--- src/rtl/cpu_ctrl_seq.sv ---
// Multi-cycle control sequencer for the accumulator CPU: fetch, decode, operand
// access and execute, with mem_ready handshakes, a wait timeout, halt/resume and a fault trap.
module cpu_ctrl_seq #(
  parameter int OPCODE_W = 3,
  parameter int TIMEOUT  = 15
) (
  input  logic                clk,
  input  logic                rst,
  input  logic [OPCODE_W-1:0] opcode,
  input  logic                is_zero,
  input  logic                mem_ready,
  input  logic                resume,
  output logic                ir_load,
  output logic                pc_en,
  output logic                pc_load,
  output logic                jmp,
  output logic                halt,
  output logic                fault,
  output logic                accumulator_load,
  output logic                accumulator_control,
  output logic                alu_sub,
  output logic                memIns_en,
  output logic                memDa_en,
  output logic                memDa_we
);

  typedef enum logic [3:0] {
    S_IDLE, S_IFETCH, S_DECODE, S_SKIP, S_JUMP, S_OPFETCH, S_EXEC, S_HALT, S_FAULT
  } state_t;

  localparam logic [2:0] OP_NOP = 3'b000;
  localparam logic [2:0] OP_SKZ = 3'b001;
  localparam logic [2:0] OP_ADD = 3'b010;
  localparam logic [2:0] OP_SUB = 3'b011;
  localparam logic [2:0] OP_HLT = 3'b100;
  localparam logic [2:0] OP_LDA = 3'b101;
  localparam logic [2:0] OP_STO = 3'b110;
  localparam logic [2:0] OP_JMP = 3'b111;

  // A zero TIMEOUT still needs a one-bit counter so the declarations stay legal.
  localparam int               CNT_W    = (TIMEOUT > 0) ? $clog2(TIMEOUT + 1) : 1;
  localparam int               LAST_I   = (TIMEOUT > 0) ? TIMEOUT - 1 : 0;
  localparam logic [CNT_W-1:0] CNT_LAST = CNT_W'(LAST_I);

  state_t           state_q, state_d;
  logic [CNT_W-1:0] cnt_q, cnt_d;
  logic [2:0]       op;
  logic             illegal;
  logic             timed_out;

  assign op = opcode[2:0];

  generate
    if (OPCODE_W > 3) begin : g_wide_op
      assign illegal = |opcode[OPCODE_W-1:3];
    end else begin : g_narrow_op
      assign illegal = 1'b0;
    end
  endgenerate

  assign timed_out = (TIMEOUT != 0) && (cnt_q == CNT_LAST);

  always_ff @(posedge clk or posedge rst) begin
    if (rst) begin
      state_q <= S_IDLE;
      cnt_q   <= '0;
    end else begin
      state_q <= state_d;
      cnt_q   <= cnt_d;
    end
  end

  // The counter only survives while a memory phase keeps waiting, so every
  // entry into IFETCH or OPFETCH starts from zero.
  always_comb begin
    state_d             = state_q;
    cnt_d               = '0;
    ir_load             = 1'b0;
    pc_en               = 1'b0;
    pc_load             = 1'b0;
    jmp                 = 1'b0;
    halt                = 1'b0;
    fault               = 1'b0;
    accumulator_load    = 1'b0;
    accumulator_control = 1'b0;
    alu_sub             = 1'b0;
    memIns_en           = 1'b0;
    memDa_en            = 1'b0;
    memDa_we            = 1'b0;

    case (state_q)
      S_IDLE: state_d = S_IFETCH;

      S_IFETCH: begin
        memIns_en = 1'b1;
        if (mem_ready) begin
          ir_load = 1'b1;
          state_d = S_DECODE;
        end else if (timed_out) begin
          state_d = S_FAULT;
        end else begin
          cnt_d = cnt_q + 1'b1;
        end
      end

      S_DECODE: begin
        if (illegal) begin
          state_d = S_FAULT;
        end else begin
          pc_en = 1'b1;
          case (op)
            OP_NOP: state_d = S_IFETCH;
            OP_SKZ: state_d = is_zero ? S_SKIP : S_IFETCH;
            OP_JMP: state_d = S_JUMP;
            OP_HLT: state_d = S_HALT;
            default: state_d = S_OPFETCH;
          endcase
        end
      end

      S_SKIP: begin
        pc_en   = 1'b1;
        state_d = S_IFETCH;
      end

      S_JUMP: begin
        pc_load = 1'b1;
        jmp     = 1'b1;
        state_d = S_IFETCH;
      end

      S_OPFETCH: begin
        memDa_en = 1'b1;
        memDa_we = (op == OP_STO);
        if (mem_ready) begin
          state_d = (op == OP_STO) ? S_IFETCH : S_EXEC;
        end else if (timed_out) begin
          state_d = S_FAULT;
        end else begin
          cnt_d = cnt_q + 1'b1;
        end
      end

      S_EXEC: begin
        accumulator_load    = 1'b1;
        accumulator_control = (op == OP_ADD) || (op == OP_SUB);
        alu_sub             = (op == OP_SUB);
        state_d             = S_IFETCH;
      end

      S_HALT: begin
        halt = 1'b1;
        if (resume) state_d = S_IFETCH;
      end

      S_FAULT: begin
        halt  = 1'b1;
        fault = 1'b1;
      end

      default: state_d = S_IDLE;
    endcase
  end

endmodule

--- config.mk ---
export PLATFORM = sky130hd
export DESIGN_NAME = cpu_ctrl_seq
export DESIGN_NICKNAME = d
export VERILOG_FILES = /design/src/rtl/cpu_ctrl_seq.sv
export SDC_FILE = /design/constraint.sdc
export NUM_CORES = 1
export LEC_CHECK = 0
export ABC_CLOCK_PERIOD_IN_PS = 2620
export CAP_MARGIN = 0
export CORE_AREA = 2 2 39 41
export CTS_BUF_LIST = sky130_fd_sc_hd__clkbuf_16
export DETAILED_ROUTE_END_ITERATION = 10
export DIE_AREA = 0 0 41 43
export GPL_TIMING_DRIVEN = 0
export PLACE_DENSITY = 0.75
export SLEW_MARGIN = 20
export SYNTH_ARGS = -nofsm -noshare
export SYNTH_HDL_FRONTEND = slang
export SYNTH_SLANG_ARGS = --single-unit
export TNS_END_PERCENT = 30
--- constraint.sdc ---
create_clock -name clk -period 2.62 [get_ports clk]
set_clock_uncertainty 0.2 [all_clocks]
set_input_delay 0.393 -clock clk [delete_from_list [all_inputs] [get_ports clk]]
set_output_delay 0.393 -clock clk [all_outputs]
set_load 0.02 [all_outputs]
==> results.toml, run 1 <==
[global_routing]
antenna_found_initial = 0
top_usage_layer = "met2"
grtUsageMet2_pct = 25.94
grt_pass1_wl_um = 2139
grt_overflow = 0
grt_usage_pct = 18.03
first_global_vias = 494
met1_usage_pct = 24.50
grt_use_met3_pct = 6.283
grt_start_max_net_pins = 11

[synthesis]
seq_area_frac_synth_pct = 36.04
synthFlopType = "dfrtp_1"
avgSynthCellArea_um2 = 8.960
yosysWarnings = 0
syn_inst = 62
ys_ff_latch = 8
synthArstFlopShare_pct = 100.0
synth.most_common_cell = "nor2_1"
synth_cell_types = 31
synth_top_area_share_pct = 36.04
synth_top_area_cell = "dfrtp_1"
synthTopCellsByCount = "nor2_1 (9), dfrtp_1 (8), inv_1 (4)"
synthTopCellsByArea = "dfrtp_1 (36%), nor2_1 (6.1%), ha_1 (4.5%)"
synth_area_um2 = 555.5
syn_nets = 72
synth_edf_count = 0

[cells_and_area]
drive_above_1_share_pct = 13.10
n_antenna_cell = 0
final_net_count = 96
fillCellCount = 118
layout.cells.non_filler = 100
area_growth_pct = 52.48

[min_path]
min_path_type = "input pin to asynchronous set/reset pin"

[placed_design]
gp_congestion = 0.7806
port_buffers = 19
placedCellCount = 97
dp_hpwl_um = 934.9

[setup_path]
crit_type = "flip-flop to primary output"
crit_arrival_ns = 1.92
critical_path.startpoint_type = "flip-flop"
required_ns = 2.03
cp-end-kind = "primary output"
rr_worst_depth = 5
crit_fanout = 8

[clock_network]
cts_buffer_depth = 2
cts_made_buffers = 3
path_clk_slew_ns = 0.04
cts_setup_buffers = 0
htreeDepth = 1
clkSinkCount = 8
cts_tree = "built"
clk_latency_ns = 0.23
cts_root_buf = "clkbuf_16"

[floorplanning]
die_w_um = 41
fp.dieH_um = 43
io_pins = 20
design.core.area_um2 = 1384
die-area_um2 = 1763
num_rows = 14
start_util_pct = 40.14

[sta]
max_freq_ghz = 0.3978
min_period_ns = 2.514
setup-violations-final = 0
finalHoldViolCount = 0
timing.final.crit_share_pct = 95.95
max_slew_margin_pct = 63.87
tightest_slew_ns = 0.5344
rsz0062_at_grt = "false"
setup_tns_ns = 0
slew_violations = 0

[power]
power_density_nw_per_um2 = 915.8
ir_worst_vdd_v = 0.0005938
power_leakage_nw = 0.3997
finalPower_mw = 0.7757

[flow_run]
cap_violations = 0

[status]
status = "finished clean"

[drt]
drtAntennaViolNets = 0
drc = 0
vias = 538
dr.pass1.iters = 4
routed_wl_um = 1287
wl_per_cell_um = 12.87
viasPerCell = 5.380
drt_iter0_drc = 15
registers in the layout, summed over array words and instances (netlist names):
name and count:
state_q 4, cnt_q 4
routing by layer:
layer  part of all wire, %  routed length [um]
met1                    46                 589
met4                     0                   0
met2                    50                 642
met3                   4.3                  55
met5                     0                   0
area by class of cell:
class                      count  area (um^2)  share of cell area, %
timing repair buffer          19        190.2                  22.45
sequential                     8        200.2                  23.63
tap                           16        20.02                  2.363
buffer                         3        17.52                  2.068
inverter                       4        15.01                  1.773
multi-input combinational     47        329.1                  38.85
clock buffer                   3        75.07                  8.863
report_power, final:
group	switching [mW]	internal (mW)
registers	0.0455	0.153
clock network	0.0540	0.196
logic	0.167	0.160
critical path, stage by stage, from the launching register on:
cell	delay (ns)
dfrtp_1	0.46
nand2b_4	0.20
or2_2	0.33
nor2_1	0.10
clkdlybuf4s50_1	0.61
cell families (layout without fill, tap and decap cells):
group           after synthesis  after routing  synth area share, %
flops                         8              8                36.04
xor+xnor                      2              2                3.154
buf+inv                       7             29                5.856
fa+ha+maj                     2              2                4.504
compound gates               10             10                13.29
simple gates                 33             33                37.16
cells in the final DEF, fill, tap and decap left out, drive strengths merged:
master	instances
clkdlybuf4s50	16
nor2	9
dfrtp	8
inv	4
nand2b	4
nand3	3
nand3b	3
clkbuf	3
buf	3
a21oi	2
nand2	2
nor3	2
and2	2
ha	2
dlygate4sd2	2
or4b	2
nor4b	2
and4b	1
o311ai	1
a21o	1
a211oi	1
nand4b	1
a221o	1
or2	1
xnor2	1
xor2	1
nor2b	1
a22oi	1
o21ai	1
o221ai	1
o41ai	1
dlymetal6s2s	1
final timing paths:
kind	end	start	slack, ns
max	memDa_we	state_q[1]$_DFFE_PP0P_	0.11
min	cnt_q[3]$_DFF_PP0_	rst	0.20
max reg2reg	state_q[0]$_DFFE_PP0P_	cnt_q[0]$_DFF_PP0_	0.88
min reg2reg	cnt_q[0]$_DFF_PP0_	cnt_q[0]$_DFF_PP0_	0.29
max in group asynchronous	cnt_q[1]$_DFF_PP0_	rst	1.80
min in group clk	cnt_q[0]$_DFF_PP0_	cnt_q[0]$_DFF_PP0_	0.29
stage by stage:
step / utilization [%] / cell area, um^2 / hold slack [ns] / setup slack (ns)
global placement: 55.33 / 765.7 / 0.2685 / -0.03311
CTS: 61.03 / 844.6 / 0.2105 / 0.05059
finish: 61.21 / 847.1 / 0.1994 / 0.1061
detailed placement: 55.33 / 765.7 / 0.2831 / -0.04195
global route: 61.21 / 847.1 / 0.2290 / 0.05961
floorplan: - / 555.5 / 0.008658 / 0.2200
what timing repair did:
| item | in CTS | in global routing |
|---|---|---|
| resized for setup | 3 | 1 |
| setup endpoints to repair | 3 | 1 |
| hold buffers | 0 | 0 |
Note: power is estimated with default switching activity, not from simulation.
==> run 2: changes to the inputs <==
--- a/config.mk
+++ b/config.mk
@@ -13,6 +13,7 @@
 export DIE_AREA = 0 0 41 43
 export GPL_TIMING_DRIVEN = 0
 export PLACE_DENSITY = 0.75
+export RECOVER_POWER = 100
 export SLEW_MARGIN = 20
 export SYNTH_ARGS = -nofsm -noshare
 export SYNTH_HDL_FRONTEND = slang
==> run 2 against run 1 <==
Compared with the run above:
- core utilization decreased by 0.90 points
- hold slack improved by 0.094 ns
- die area unchanged
- first-iteration DRC count decreased by 40%
- via count decreased by 1.7%
- clock-buffer cell count unchanged
- design area decreased by 1.5%
- register-to-register slack got worse by 0.06 ns
- non-clock buffer count unchanged
- fmax decreased by 0.25%
- sequential share of layout area increased by 0.35 points
- sequential power about the same
- critical path type is now input pin to primary output
- largest cell class unchanged
- highest routed layer unchanged
==> results.toml, run 2 (synthesis gave the netlist of run 1 again) <==
[power]
clockPowerShare_pct = 33.1
seq_power_share_pct = 26.1
ir_worst_vdd_v = 0.0005705
power.internal_mw = 0.4938
power_leakage_nw = 0.3971
power_density_nw_per_um2 = 908.4
p_switching_mw = 0.2643
p_sw_share_pct = 34.87
combPwrFrac_pct = 40.8

[floorplanning]
start_util_pct = 40.14
design.core.area_um2 = 1384
fp.dieH_um = 43
die-area_um2 = 1763
die_w_um = 41
num_rows = 14
io_pins = 20

[setup_path]
crit_buf_inv = 2
critical_path.startpoint_type = "input pin"
critPathSlowestCell = "dlygate4sd3_1"
crit_arrival_ns = 1.93
cp_top_family = "buffers and inverters"
cp-end-kind = "primary output"
crit_type = "input pin to primary output"
crit_fanout = 7
required_ns = 2.03
path_cells = "clkdlybuf4s50_1, nor4b_2, dlygate4sd3_1"
slowest_delay_ns = 0.71

[drt]
viasPerCell = 5.290
wl_per_cell_um = 12.75
routed_wl_um = 1275
dr.pass1.iters = 4
vias = 529
met3_length_um = 53
drtAntennaViolNets = 0
drt_iter0_drc = 9
met1Wirelength_um = 582
wl_met2_um = 638
drc = 0
routed.top_layer = "met3"

[cells_and_area]
drive_above_1_share_pct = 11.90
final_area_um2 = 834.6
finalCoreUtilization_pct = 60.31
layout.cells.non_filler = 100
area_growth_pct = 50.23
top_regs = "cnt_q: 4 flops, state_q: 4 flops"
final_net_count = 96
final_cell_mix = "nor2_1 (9), dfrtp_1 (8), clkdlybuf4s50_1 (8), dlygate4sd3_1 (8), inv_1 (4)"
n_antenna_cell = 0
final_common_cell = "nor2_1"

[clock_network]
clk_latency_ns = 0.23
clkSinkCount = 8
htreeDepth = 1
cts_made_buffers = 3
path_clk_slew_ns = 0.03
cts_buffer_depth = 2
cts_root_buf = "clkbuf_16"
cts_tree = "built"
cts_setup_buffers = 0

[sta]
max_slew_margin_pct = 66.44
tightest_slew_ns = 0.4964
rsz0062_at_grt = "false"
slew_violations = 0
timing.final.crit_share_pct = 96.19
layout_setup_ws_ns = 0.09990
max_freq_ghz = 0.3968
min_period_ns = 2.520
setup-violations-final = 0
finalHoldViolCount = 0

[global_routing]
first_global_vias = 494
grt_start_max_net_pins = 11
grt_overflow = 0
antenna_found_initial = 0
grt_usage_pct = 18.03
grt_pass1_wl_um = 2139

[flow_run]
cap_violations = 0

[placed_design]
postPlaceCellArea_um2 = 765.7
gp_congestion = 0.7806
pre_cts_ws_ns = -0.04195
dp_hpwl_um = 934.9
placedCellCount = 97
port_buffers = 19

[min_path]
min_path_type = "flip-flop to flip-flop"

[status]
status = "finished clean"
run 2: changes by cell type in the layout (fill, tap and decap cells not counted), sizes merged:
cell / previous run / this run
dlymetal6s2s: 1 / 0
clkbuf: 3 / 4
clkdlybuf4s50: 16 / 8
dlygate4sd3: 0 / 8
run 2: cell type report:
class / count / area, um^2
Tap cell: 16 / 20.02
Buffer: 3 / 17.52
Clock buffer: 3 / 75.07
Sequential cell: 8 / 200.2
Fill cell: 120 / 549.3
Multi-Input combinational cell: 47 / 325.3
Inverter: 4 / 15.01
Timing Repair Buffer: 19 / 181.4
run 2: timing repair:
item	4_1_cts	5_1_grt
hold buffers	0	0
cloned	0	0
resized for setup	3	1
pin swaps	0	0
setup endpoints to repair	3	1
run 2: routing by layer:
metal,GRT usage (%),up-vias
met4,6.000,0
met3,6.283,0
li1,-,267
met5,0,-
met2,25.94,11
met1,24.50,251
run 2: power groups by stage:
| stage | Clock (mW) | Sequential [mW] | Combinational (mW) |
|---|---|---|---|
| 2_1_floorplan | 0 | 0.186 | 0.207 |
| 3_3_place_gp | 0 | 0.196 | 0.323 |
| 3_5_place_dp | 0 | 0.195 | 0.327 |
| 4_1_cts | 0.254 | 0.195 | 0.330 |
| 5_1_grt | 0.262 | 0.203 | 0.340 |
| 6_report | 0.251 | 0.198 | 0.309 |
run 2: path summary, 6_finish.rpt:
check / from / endpoint / slack [ns] / depth (start not counted)
max reg2reg: cnt_q[0]$_DFF_PP0_ / state_q[0]$_DFFE_PP0P_ / 0.82 / 5
max in group asynchronous: rst / cnt_q[1]$_DFF_PP0_ / 1.66 / 2
min in group asynchronous: rst / cnt_q[3]$_DFF_PP0_ / 0.34 / 2
min reg2reg: cnt_q[0]$_DFF_PP0_ / cnt_q[0]$_DFF_PP0_ / 0.29 / 1
min: cnt_q[0]$_DFF_PP0_ / cnt_q[0]$_DFF_PP0_ / 0.29 / 1
max: opcode[2] / accumulator_control / 0.1 / 3
run 2: through the flow:
stage	hold slack [ns]	TNS, ns	power, mW
2_1_floorplan	0.008658	0	0.3935
3_3_place_gp	0.2685	-0.03311	0.5189
3_5_place_dp	0.2831	-0.04195	0.5224
4_1_cts	0.2105	0	0.7790
5_1_grt	0.3137	0	0.8055
6_report	0.2932	0	0.7581
